===== src/rtl/uart_rx_fifo.sv =====
// Receive FIFO between the buart receiver and the J1 io_din mux: drains bytes with a one-cycle ack.
// Define UART_RX_FIFO_OVERRUN_EN to ack-and-drop bytes arriving while full and set a sticky overrun flag.
module uart_rx_fifo #(
  parameter int DEPTH_LOG2 = 4,
  parameter int WIDTH      = 8
) (
  input  logic                  clk,
  input  logic                  resetq,
  input  logic                  in_valid,
  input  logic [WIDTH-1:0]      in_data,
  output logic                  in_ack,
  input  logic                  rd,
  input  logic                  clr,
  output logic [WIDTH-1:0]      out_data,
  output logic                  out_valid,
  output logic                  full,
  output logic [DEPTH_LOG2:0]   count,
  output logic                  overrun
);

  localparam int                DEPTH     = 1 << DEPTH_LOG2;
  localparam logic [DEPTH_LOG2:0] DEPTH_CNT = (DEPTH_LOG2 + 1)'(DEPTH);

  logic [WIDTH-1:0]      mem [DEPTH];
  logic [DEPTH_LOG2-1:0] wptr_q, wptr_d;
  logic [DEPTH_LOG2-1:0] rptr_q, rptr_d;
  logic [DEPTH_LOG2:0]   count_q, count_d;
  logic                  in_ack_q, in_ack_d;
  logic                  push_rq, push, pop, is_full;

  // The ~in_ack term hides buart's stale valid in the cycle after an ack.
  assign push_rq = in_valid & ~in_ack_q;
  assign is_full = (count_q == DEPTH_CNT);
  assign pop     = rd & (count_q != '0) & ~clr;
  assign push    = push_rq & (~is_full | (rd & (count_q != '0))) & ~clr;

`ifdef UART_RX_FIFO_OVERRUN_EN
  logic overrun_q, overrun_d;
  logic drop;

  assign drop = push_rq & is_full & ~rd & ~clr;
`endif

  always_comb begin
    // NOTE: every always_comb output gets a default first so no path leaves it unassigned (no latch).
    wptr_d   = wptr_q;
    rptr_d   = rptr_q;
    count_d  = count_q;
    in_ack_d = push;
`ifdef UART_RX_FIFO_OVERRUN_EN
    overrun_d = overrun_q;
    if (drop) begin
      in_ack_d  = 1'b1;
      overrun_d = 1'b1;
    end
`endif
    if (push) wptr_d = wptr_q + DEPTH_LOG2'(1);
    if (pop)  rptr_d = rptr_q + DEPTH_LOG2'(1);
    if (push && !pop)      count_d = count_q + (DEPTH_LOG2 + 1)'(1);
    else if (pop && !push) count_d = count_q - (DEPTH_LOG2 + 1)'(1);
    // Clear wins over push and pop; in_ack is already 0 because push is masked.
    if (clr) begin
      wptr_d  = '0;
      rptr_d  = '0;
      count_d = '0;
`ifdef UART_RX_FIFO_OVERRUN_EN
      overrun_d = 1'b0;
`endif
    end
  end

  always_ff @(posedge clk or negedge resetq) begin
    // NOTE: sequential state uses non-blocking assignments so all flops update together at the edge.
    if (!resetq) begin
      wptr_q   <= '0;
      rptr_q   <= '0;
      count_q  <= '0;
      in_ack_q <= 1'b0;
    end else begin
      wptr_q   <= wptr_d;
      rptr_q   <= rptr_d;
      count_q  <= count_d;
      in_ack_q <= in_ack_d;
    end
  end

`ifdef UART_RX_FIFO_OVERRUN_EN
  always_ff @(posedge clk or negedge resetq) begin
    if (!resetq) overrun_q <= 1'b0;
    else         overrun_q <= overrun_d;
  end

  assign overrun = overrun_q;
`else
  assign overrun = 1'b0;
`endif

  // NOTE: the storage array is deliberately not reset; out_data is gated by out_valid instead.
  always_ff @(posedge clk) begin
    if (push) mem[wptr_q] <= in_data;
  end

  assign in_ack    = in_ack_q;
  assign count     = count_q;
  assign full      = is_full;
  assign out_valid = (count_q != '0);
  assign out_data  = out_valid ? mem[rptr_q] : '0;

endmodule


===== config.mk =====
export PLATFORM = sky130hd
export DESIGN_NAME = uart_rx_fifo
export DESIGN_NICKNAME = d
export VERILOG_FILES = /design/src/rtl/uart_rx_fifo.sv
export SDC_FILE = /design/constraint.sdc
export NUM_CORES = 1
export LEC_CHECK = 0
export CAP_MARGIN = 15
export CORE_MARGIN = 10
export CORE_UTILIZATION = 40
export DETAILED_ROUTE_END_ITERATION = 7
export PLACE_DENSITY_LB_ADDON = 0.3
export SLEW_MARGIN = 20
export SYNTH_ARGS = -nofsm -noshare
export SYNTH_HDL_FRONTEND = slang
export SYNTH_SLANG_ARGS = --single-unit

===== constraint.sdc =====
create_clock -name clk -period 3.4 [get_ports clk]
set_clock_uncertainty 0.2 [all_clocks]
set_input_delay 0.51 -clock clk [delete_from_list [all_inputs] [get_ports clk]]
set_output_delay 0.51 -clock clk [all_outputs]
set_load 0.1 [all_outputs]

==> reports/qor.yml <==
run_status:
  outcome: "finished clean"
grt:
  grt_overflow: 0
  grt_max_degree: 33
  grt_pass1_vias: 3330
  grt_usage_pct: 12.9
  antenna_found_initial: 0
  grt_pass1_wl_um: 19000
critical_path:
  critPathCaptureType: "register"
  worstPathMaxFanout: 6
  cpMostUsedCell: "nand2_1"
  arrival_ns: 3.33
  max_stage_delay_ns: 0.60
  critPathRequiredTime_ns: 3.53
  path_cells: "or4_4 > o21ai_1 > nand2_1 > ha_1 > a21oi_1 > nand2_1 > or4_1 > a41oi_1"
  worst-setup-path-type: "register to register"
  critPathLaunchType: "register"
  slowest_stage: "or4_4"
  critPathTopFamily: "simple AND/OR/NAND/NOR gates"
  path_buf_inv: 0
power:
  power_density_nw_per_um2: 865
  peakVddDrop_uv: 991
  p_leak_nw: 2.39
sta:
  min_period_over_period_pct: 94.2
  timing.fmax_mhz: 312
  slew_violations: 0
  fin_crit_ns: 3.20
  fin_tns_setup_ns: 0
  setup_viol_count_final: 0
  slew_headroom_pct: 54.8
  rsz0062_at_grt: "false"
  hold_viol: 0
  worstMarginPinSlew_ns: 0.676
die:
  core_sq_um: 14500
  io_pins: 30
  start_util_pct: 40.7
  fp.dieH_um: 141
  die_area_sq_um: 20000
  row_count: 44
  die_w_um: 141
layout:
  antenna_cells: 0
  multi_input_area_sq_um: 1720
  layout-drive-gt1-share_pct: 31.3
  nets: 398
  area_growth_pct: 23.3
  num-fill-cells: 1157
  final_util_pct: 50.1
  seq_area_sq_um: 4200
  final_cell_count_no_fill: 571
  fin_area_sq_um: 7260
logic_synthesis:
  yosys.area.top_type: "edfxtp_1"
  netlist_instances: 317
  synth.distinct_cells: 40
  syn-num-nets: 340
  synthFlopType: "edfxtp_1"
  synth_enable_flop_cells: 128
  avgSynthCellArea_sq_um: 18.6
  yosys.cell_count.top_type: "edfxtp_1"
  syn_area_sq_um: 5890
  async_flop_share_pct: 9.86
  ys_warn_count: 0
  yosysTopAreaCellShare_pct: 65.3
  synth.top_cells.by_area: "edfxtp_1, mux4_2, dfrtp_1, mux2i_1, ha_1"
  synthTopCellsByCount: "edfxtp_1, mux4_2, mux2i_1, nor2_1, nand2_1"
  yosysSeqAreaShare_pct: 71.2
  ys_ff_latch: 142
detailed_routing:
  ant_nets: 0
  first_iter_violations: 274
  viasPerCell: 5.35
  wl_um: 12000
  via_count: 3052
  dr.pass1.iters: 5
  drc: 0
  wl_per_cell_um: 21.1
clock_tree:
  post-cts-setup-buffers: 0
  clk_latency_ns: 0.42
  clockRootBuffer: "clkbuf_16"
  cts.htree.levels: 4
  clock-sinks: 142
  cts-resized-gates: 0
  cts_tree: "yes"
  cts-buffers-inserted: 17
  path_clk_slew_ns: 0.06
  cts.path.max_buffers: 2
  hold_buffers: 0
placed_design:
  port_buffers: 28
  place_area_sq_um: 6730
  hpwlAfterDp_um: 7720
  place_inst: 540
  routabilityCongestion: 0.879
worst_hold_path:
  hold_class: "input pin to asynchronous set/reset pin"
run:
  max_cap_viol_count: 0
-- cell type report --
class	count	area share, %
clock buffers	19	5.96
flip-flops and latches	142	57.9
clock inverters	12	1.33
repair buffers	53	7.62
multi-input cells	155	23.7
well taps	184	3.17
inverters	6	0.310
-- per-layer routing --
layer / GRT usage [%] / vias up / routed length, um
li1: - / 1382 / -
met4: 5.05 / 0 / 218
met2: 20.2 / 94 / 5950
met3: 4.84 / 15 / 920
met1: 15.9 / 1561 / 4950
met5: 0 / - / 0
-- worst register-to-register path: cells and delay by family, from the launching register on --
kind                     cells  cell delay [ns]
AO/OA/AOI/OAI                3             0.75
AND/OR/NAND/NOR              4             1.34
flip-flops                   1             0.46
adder cells (fa/ha/maj)      1             0.37
-- metrics by stage --
stage,worst slack [ns],power [W],hold slack (ns)
6_report,0.196,0.00628,0.306
3_3_place_gp,0.266,0.00466,0.377
5_1_grt,0.0234,0.00653,0.331
3_5_place_dp,0.204,0.00468,0.395
2_1_floorplan,0.0683,0.00396,0.0144
4_1_cts,0.170,0.00635,0.315
-- layout by cell type (no fill, tap or decap), drive strengths merged, types with 2 or more instances in the layout --
cell / count
nor3: 4
xnor2: 2
a21oi: 6
o21ai: 3
clkdlybuf4s50: 12
dfrtp: 14
mux4: 32
clkinv: 7
nand2b: 3
nand3: 6
ha: 9
and3: 2
or4: 2
o22ai: 8
inv: 7
mux2i: 21
nand2: 16
xor2: 3
or3: 2
nor2: 21
edfxtp: 128
clkinvlp: 3
buf: 41
clkbuf: 19
-- path summary, 6_finish.rpt --
path                              to      start  slack, ns  cells after the start
min reg2reg                wptr_q[1]  wptr_q[1]       0.40                      2
max reg2reg                 count[4]   count[1]       0.20                      8
max in group asynchronous   count[2]     resetq       2.22                      1
max                         count[4]   count[1]       0.20                      8
min                        rptr_q[2]     resetq       0.31                      1
min in group clk           wptr_q[1]  wptr_q[1]       0.40                      2
-- sequential cells by signal (all words and copies together) (netlist names) --
register / cells
in_ack: 1
mem: 128
rptr_q: 4
count: 5
wptr_q: 4
-- logic make-up after synthesis --
group,synth area share (%)
xor+xnor,0.744
compound gates,3.19
buf+inv,1.47
other cells,0.0637
fa+ha+maj,2.25
simple gates,4.97
flops,71.2
mux,16.1
-- report_power, final --
part / switching [W] / internal, W / leakage, nW
registers: 0.0000896 / 0.00197 / 1.33
clock network: 0.000672 / 0.000990 / 0.252
logic: 0.00160 / 0.000964 / 0.804
Note: power is estimated with default switching activity, not from simulation.
